[src/rtl/bp_fe_bp_tracker.sv]
`default_nettype none
// +--------------------------------------------------------------------------+
// | bp_fe_bp_tracker                                                         |
// | FIFO of in-flight branch predictions; retires them against resolved      |
// | outcomes to drive predictor updates and a saturating mispredict count.   |
// | Revision: 1.0                                                            |
// +--------------------------------------------------------------------------+
module bp_fe_bp_tracker #(
  parameter bht_idx_width_p = "inv",
  parameter int els_p = 8,
  parameter int cnt_width_p = 16,
  // An unconfigured index width collapses to 1 bit so the block still elaborates
  localparam int c_idx_w = (int'(bht_idx_width_p) >= 1 && int'(bht_idx_width_p) <= 1024)
                           ? int'(bht_idx_width_p) : 1
) (
  input  logic                   clk_i,
  input  logic                   reset_i,
  input  logic                   fetch_v_i,
  input  logic [c_idx_w-1:0]     fetch_idx_i,
  output logic                   fetch_ready_o,
  output logic                   r_v_o,
  output logic [c_idx_w-1:0]     idx_r_o,
  input  logic                   predict_i,
  output logic                   fetch_pred_o,
  input  logic                   res_v_i,
  input  logic                   res_taken_i,
  output logic                   res_ready_o,
  input  logic                   flush_i,
  output logic                   w_v_o,
  output logic [c_idx_w-1:0]     idx_w_o,
  output logic                   correct_o,
  output logic [cnt_width_p-1:0] mispredict_cnt_o
);

  localparam int c_ptr_w = $clog2(els_p);
  localparam int c_cnt_w = c_ptr_w + 1;

  logic [c_cnt_w-1:0] r_count;
  logic [c_ptr_w-1:0] r_head;
  logic [c_ptr_w-1:0] r_tail;
  logic [c_idx_w-1:0] r_idx_mem [els_p];
  logic [els_p-1:0]   r_pred_mem;

  logic w_enq;
  logic w_deq;
  logic w_correct;

  assign fetch_ready_o = (r_count != c_cnt_w'(els_p));
  assign res_ready_o   = (r_count != '0);
  assign r_v_o         = fetch_v_i & fetch_ready_o & ~flush_i;
  assign idx_r_o       = fetch_idx_i;
  assign fetch_pred_o  = predict_i;

  assign w_enq     = r_v_o;
  assign w_deq     = res_v_i & res_ready_o;
  assign w_correct = (r_pred_mem[r_head] == res_taken_i);

  // Storage is qualified by the pointers, so it carries no reset
  always_ff @(posedge clk_i) begin
    if (w_enq) begin
      r_idx_mem[r_tail]  <= fetch_idx_i;
      r_pred_mem[r_tail] <= predict_i;
    end
  end

  always_ff @(posedge clk_i or posedge reset_i) begin
    if (reset_i) begin
      r_count <= '0;
      r_head  <= '0;
      r_tail  <= '0;
    end else if (flush_i) begin
      r_count <= '0;
      r_head  <= '0;
      r_tail  <= '0;
    end else begin
      if (w_enq) r_tail <= r_tail + c_ptr_w'(1);
      if (w_deq) r_head <= r_head + c_ptr_w'(1);
      case ({w_enq, w_deq})
        2'b10:   r_count <= r_count + c_cnt_w'(1);
        2'b01:   r_count <= r_count - c_cnt_w'(1);
        default: r_count <= r_count;
      endcase
    end
  end

  // A dequeue alongside a flush still retires the head entry
  always_ff @(posedge clk_i or posedge reset_i) begin
    if (reset_i) begin
      w_v_o            <= 1'b0;
      idx_w_o          <= '0;
      correct_o        <= 1'b0;
      mispredict_cnt_o <= '0;
    end else begin
      w_v_o <= w_deq;
      if (w_deq) begin
        idx_w_o   <= r_idx_mem[r_head];
        correct_o <= w_correct;
        if (!w_correct && !(&mispredict_cnt_o))
          mispredict_cnt_o <= mispredict_cnt_o + cnt_width_p'(1);
      end
    end
  end

endmodule
`default_nettype wire

[config.mk]
export PLATFORM = sky130hd
export DESIGN_NAME = bp_fe_bp_tracker
export DESIGN_NICKNAME = d
export VERILOG_FILES = /design/src/rtl/bp_fe_bp_tracker.sv
export SDC_FILE = /design/constraint.sdc
export NUM_CORES = 1
export LEC_CHECK = 0
export CORE_UTILIZATION = 45
export CTS_BUF_LIST = sky130_fd_sc_hd__clkbuf_2 sky130_fd_sc_hd__clkbuf_4 sky130_fd_sc_hd__clkbuf_8
export CTS_CLUSTER_DIAMETER = 40
export DETAILED_ROUTE_END_ITERATION = 8
export DONT_BUFFER_PORTS = 1
export GPL_TIMING_DRIVEN = 0
export PLACE_DENSITY = 0.7
export SKIP_LAST_GASP = 1
export SYNTH_ARGS = -nofsm -noshare
export SYNTH_HDL_FRONTEND = slang
export SYNTH_SLANG_ARGS = --single-unit
[constraint.sdc]
create_clock -name clk_i -period 5.5 [get_ports clk_i]
set_clock_uncertainty 0.15 [all_clocks]
set_input_delay 0.55 -clock clk_i [delete_from_list [all_inputs] [get_ports clk_i]]
set_output_delay 0.55 -clock clk_i [all_outputs]
set_load 0.02 [all_outputs]
==> impl_metrics.tcl, run 1 <==
set metrics [dict create \
    worst_pin_slew_ps 1130 \
    synth_top_area_share 0.341 \
    ioPinCount 32 \
    synth_fp_nets 192 \
    die_h_um 70.8 \
    gr-total-overflow 0 \
    post_cts_buffers 0 \
    cts-buffers-inserted 5 \
    layout-drive-gt1-share 0.113 \
    die_area_um2 5010 \
    tritoncts "done" \
    synth_area_um2 2130 \
    ys.warnings.count 0 \
    crit_fanout 6 \
    post_cts_resized 0 \
    worstHoldPathType "in -> reg" \
    drt_iter0_drc 46 \
    dpl_cell_area_um2 2190 \
    critPathLaunchType "flip-flop" \
    cp-end-kind "flip-flop" \
    finalHoldViolations 0 \
    coreArea_um2 4440 \
    first_pass_iters 6 \
    antenna_cells 0 \
    fin_crit_sh 0.622 \
    grt_pass1_vias 1415 \
    initial_core_util 0.479 \
    fin_crit_ps 3420 \
    fmax_mhz 292 \
    fin_tns_setup_ps 0 \
    ys_async_sr_fraction 0.644 \
    seq_area_um2 1210 \
    place_hpwl_um 2780 \
    power.leakage_nw 1.01 \
    cts_root_buf "clkbuf_8" \
    ant_nets 0 \
    status "finished with violations" \
    synth_edf_count 16 \
    hold_buffers 0 \
    fill_cells 379 \
    place.gp.congestion 0.793 \
    die_x_um 70.8 \
    route.detailed.drc 6 \
    cts_sinks 45 \
    relSlewSlack 0.247 \
    ys_seq_area_frac 0.566 \
    finalPower_mw 1.10 \
    vias 1325 \
    clk_pin_slew_ps 80 \
    crit_required_ps 5510 \
    path_class "reg -> reg" \
    yosysUniqueCellTypes 32 \
    synthTopCellsByArea "dfrtp_1 (34%), edfxtp_1 (23%), xor2_1 (6.6%)" \
    io_buffers 0 \
    synth.most_common_cell "dfrtp_1" \
    drv_cap 0 \
    antenna_found_initial 0 \
    synth_seq_cells 45 \
    nNetsFinal 199 \
    syn2layout_area_growth_pct 9.34 \
    syn_avg_cell_area_um2 12.0 \
    final_area_um2 2330 \
    clkLatencyLatePin_ps 290 \
    violations "DRC" \
    synthFlopType "dfrtp_1" \
    synthCells 178 \
    setup_viol 0 \
    cts_buffer_depth 2 \
    crit_arrival_ps 3440 \
    ir_worst_vdd_mv 0.234 \
    p_per_area_nw_per_um2 471 \
    grt_max_degree 30 \
    routedWlPerCell_um 16.0 \
    multiInputGateArea_um2 862 \
    htreeDepth 2 \
    grtUsageTotal 0.171 \
    synth_common_cells "dfrtp_1 (29), nand2_1 (19), nor2_1 (19)" \
    avgViaCountPerCell 5.57 \
    routed_wirelength_um 3820 \
    row_count 24 \
    grt_pass1_wl_um 6550 \
    rsz0062_at_grt "false" \
    drv_slew 0 \
    yosysTopAreaCell "dfrtp_1" \
]
## layout make-up
cell class / count / area share
Sequential cell: 45 / 0.518
Multi-Input combinational cell: 121 / 0.370
Clock buffer: 5 / 0.0296
Clock inverter: 3 / 0.0279
Tap cell: 52 / 0.0279
Buffer: 7 / 0.0183
Inverter: 5 / 0.00806
## metal layers
layer / share of wire / GRT usage / up-vias
met5: 0 / 0 / -
met4: 0.018 / 0.0644 / 0
met3: 0.058 / 0.0541 / 8
met2: 0.51 / 0.288 / 38
met1: 0.41 / 0.205 / 643
li1: - / - / 636
## cell usage in the layout, fill, tap and decap left out, types with 2 or more instances in the layout
cell       Yosys  layout
a21o_1         2       2
a21oi_1        4       4
and3_1         2       2
buf_4          4       4
bufinv_16      0       2
clkbuf_1       2       2
clkbuf_8       0       5
dfrtp_1       29      29
edfxtp_1      16      16
ha_1           5       5
inv_1          5       5
mux2_1         2       2
mux2i_1        2       2
mux4_2         4       4
nand2_1       19      19
nand2b_1       2       2
nand3_1       10      10
nand4_1        3       3
nor2_1        19      19
nor3_1         8       8
nor4_1         8       8
xnor2_1        5       5
xor2_1        16      16
## worst max-delay path, stage by stage, from the launching register on
cell	delay [ps]
dfrtp_1	470
or4b_2	700
clkbuf_1	250
nand2_1	190
nor2_1	150
nor2_1	250
ha_1	300
a21o_1	180
a21oi_1	200
mux2i_1	250
xnor2_1	140
nor2_1	60
## worst paths after layout
check	cells past startpoint	slack (ps)	to	startpoint
min in group asynchronous	1	280	mispredict_cnt_o[4]	reset_i
worst max register to register	11	2080	r_count[3]	r_count[0]
worst min-delay path	0	200	r_idx_mem[7]	fetch_idx_i
worst min register to register	2	470	r_count[3]	r_count[3]
max in group asynchronous	1	4230	idx_w_o	reset_i
worst max-delay path	11	2080	r_count[3]	r_count[0]
## registers in the layout (all words and copies together) (netlist names)
name / flops
correct_o: 1
idx_w_o: 1
mispredict_cnt_o: 16
r_count: 4
r_head: 3
r_idx_mem: 8
r_pred_mem: 8
r_tail: 3
w_v_o: 1
## cells by family (layout without fill, tap and decap cells)
kind of cell | Yosys count | count (layout) | share of synthesized area
compound gates | 10 | 10 | 0.0347
simple gates | 74 | 74 | 0.165
xor+xnor | 22 | 22 | 0.0940
flops | 45 | 45 | 0.566
fa+ha+maj | 6 | 6 | 0.0388
mux | 9 | 9 | 0.0729
buf+inv | 12 | 20 | 0.0288
## where the power goes
part	leakage, nW	total (mW)	internal (mW)	switching, mW
Combinational	0.421	0.313	0.131	0.182
Sequential	0.522	0.497	0.400	0.0965
Clock	0.0681	0.288	0.180	0.107
## metrics by stage
| stage | cells | setup WS, ps | util | hold WS (ps) |
|---|---|---|---|---|
| finish | 238 | 2080 | 0.524 | 197 |
| global route | 238 | 1820 | 0.524 | 177 |
| CTS | 238 | 2080 | 0.524 | 186 |
| detailed placement | 230 | 2100 | 0.494 | 454 |
| global placement | 230 | 2250 | 0.494 | 412 |
| floorplan | 178 | 2400 | - | 395 |
Power figures use the tool's default switching activity.
==> run 2, diff against run 1 <==
==> constraint.sdc (replaced) <==
create_clock -name clk_i -period 3.5 [get_ports clk_i]
set_clock_uncertainty 0.15 [all_clocks]
set_input_delay 0.35 -clock clk_i [delete_from_list [all_inputs] [get_ports clk_i]]
set_output_delay 0.35 -clock clk_i [all_outputs]
set_load 0.02 [all_outputs]
==> run 2 against run 1 <==
  * The run still ends with DRC left
  * Register-to-register slack got worse by 1800 ps
  * Global-route usage rose by 0.29 points
  * Clock power rose by 57%
  * Hold slack got worse by 130 ps
  * First-iteration DRC count rose by 2.2%
  * Sequential cell count did not move
  * Fmax rose by 5.1%
  * Worst setup slack got worse by 1800 ps
  * Combinational power rose by 60%
  * Sequential power rose by 57%
  * Non-clock buffer count rose by 2
  * Final area rose by 1.1%
  * Largest cell class unchanged
  * Largest power group unchanged
==> impl_metrics.tcl, run 2 (synthesized netlist as in run 1, its figures left out) <==
set metrics [dict create \
    dpl_cell_area_um2 2190 \
    crit_arrival_ps 3270 \
    crit_required_ps 3520 \
    tritoncts "done" \
    cts_root_buf "clkbuf_8" \
    power.leakage_nw 1.02 \
    violations "DRC" \
    post_cts_buffers 0 \
    antenna_found_initial 0 \
    largest_register "mispredict_cnt_o" \
    crit_family "simple AND/OR/NAND/NOR gates" \
    grtUsageTotal 0.173 \
    finalPower_mw 1.74 \
    grt_max_degree 30 \
    crit_top_cell "nor2_1" \
    rsz0062_at_grt "false" \
    place.gp.congestion 0.793 \
    cp.buffers_inverters 1 \
    nNetsFinal 201 \
    place_hpwl_um 2780 \
    worst_pin_slew_ps 1130 \
    routedWlPerCell_um 16.2 \
    dp_slack_ps 102 \
    reg.largest.list "mispredict_cnt_o (16), r_idx_mem (8), r_pred_mem (8)" \
    hold_ws_ps 63.0 \
    vias 1347 \
    final_common_cell "dfrtp_1" \
    crit_chain "or4b_2 > clkbuf_2 > nand2_1 > nor2_1 > nor2_2 > ha_1 > a21o_1 > a21oi_1 > mux2i_1 > xnor2_1 > nor2_1" \
    ir_worst_vdd_mv 0.359 \
    p_per_area_nw_per_um2 738 \
    avgViaCountPerCell 5.61 \
    drv_cap 0 \
    fin_crit_ps 3260 \
    route.detailed.drc 6 \
    slowest_stage "or4b_2" \
    fin_tns_setup_ps 0 \
    final_area_um2 2350 \
    critPathLaunchType "flip-flop" \
    grt_pass1_wl_um 6670 \
    io_buffers 0 \
    die_x_um 70.8 \
    crit_fanout 6 \
    die_h_um 70.8 \
    fin_crit_sh 0.930 \
    die_area_um2 5010 \
    coreArea_um2 4440 \
    ant_nets 0 \
    largest_reg_flops 16 \
    htreeDepth 2 \
    row_count 24 \
    cts-buffers-inserted 5 \
    drv_slew 0 \
    syn2layout_area_growth_pct 10.5 \
    first_pass_iters 6 \
    cts_sinks 45 \
    setup_viol 0 \
    slowest_delay_ps 690 \
    clk_pin_slew_ps 80 \
    worstHoldPathType "in -> reg" \
    path_class "reg -> reg" \
    clkLatencyLatePin_ps 290 \
    status "finished with violations" \
    fin_ws_ps 243 \
    cts_buffer_depth 2 \
    cp-end-kind "flip-flop" \
    gr-total-overflow 0 \
    fin_util 0.530 \
    final_cell_mix "dfrtp_1 (28), nand2_1 (19), nor2_1 (18), xor2_1 (16), edfxtp_1 (16)" \
    dpl.cell_count 230 \
    finalHoldViolations 0 \
    drt_iter0_drc 47 \
    grt_pass1_vias 1427 \
    antenna_cells 0 \
    layout-drive-gt1-share 0.128 \
    relSlewSlack 0.247 \
    routed_wirelength_um 3890 \
    fmax_mhz 307 \
    stdcell_count 240 \
    ioPinCount 32 \
    initial_core_util 0.479 \
]
[run 2: cell count changes in the layout (fill, tap and decap cells not counted), sizes merged]
cell / before / now
dlygate4sd3: 0 / 2
[run 2: per-layer routing]
layer	global-route usage	routed length, µm	vias up
li1	-	-	641
met1	0.206	1590	656
met2	0.297	2020	42
met3	0.0541	215	8
met4	0.0644	66	0
met5	0	0	-
[run 2: power by group]
part           switching (mW)  internal, mW  total, mW
combinational           0.292         0.210      0.501
sequential              0.153         0.630      0.782
clock                   0.169         0.283      0.453
[run 2: repair_timing]
action,in CTS,in global routing
hold buffers,2,0
setup endpoints to repair,0,1
gates resized for setup,0,4
hold endpoints to repair,16,0
[run 2: final timing paths]
kind                            startpoint                   to  slack, ps  depth (start not counted)
worst min-delay path             fetch_v_i            r_tail[1]         60                          2
worst min register to register  r_count[3]           r_count[3]        470                          2
min in group asynchronous          reset_i  mispredict_cnt_o[4]         80                          1
max in group asynchronous          reset_i           r_count[0]       2370                          1
worst max register to register  r_count[0]           r_count[3]        240                         11
worst max-delay path            r_count[0]           r_count[3]        240                         11
[run 2: cell type report]
type	instances	area, µm²
fill	378	2090
inverter	5	18.8
tap	52	65.1
timing repair buffer	2	20.0
clock inverter	3	65.1
sequential	45	1210
clock buffer	5	68.8
buffer	7	43.8
multi-input combinational	121	865
[run 2: worst register-to-register path, stage by stage, from the launching register on]
cell      delay, ps
dfrtp_2         470
or4b_2          690
clkbuf_2        220
nand2_1         160
nor2_1          160
nor2_2          190
ha_1            270
a21o_1          180
a21oi_1         200
mux2i_1         250
xnor2_1         140
nor2_1           60
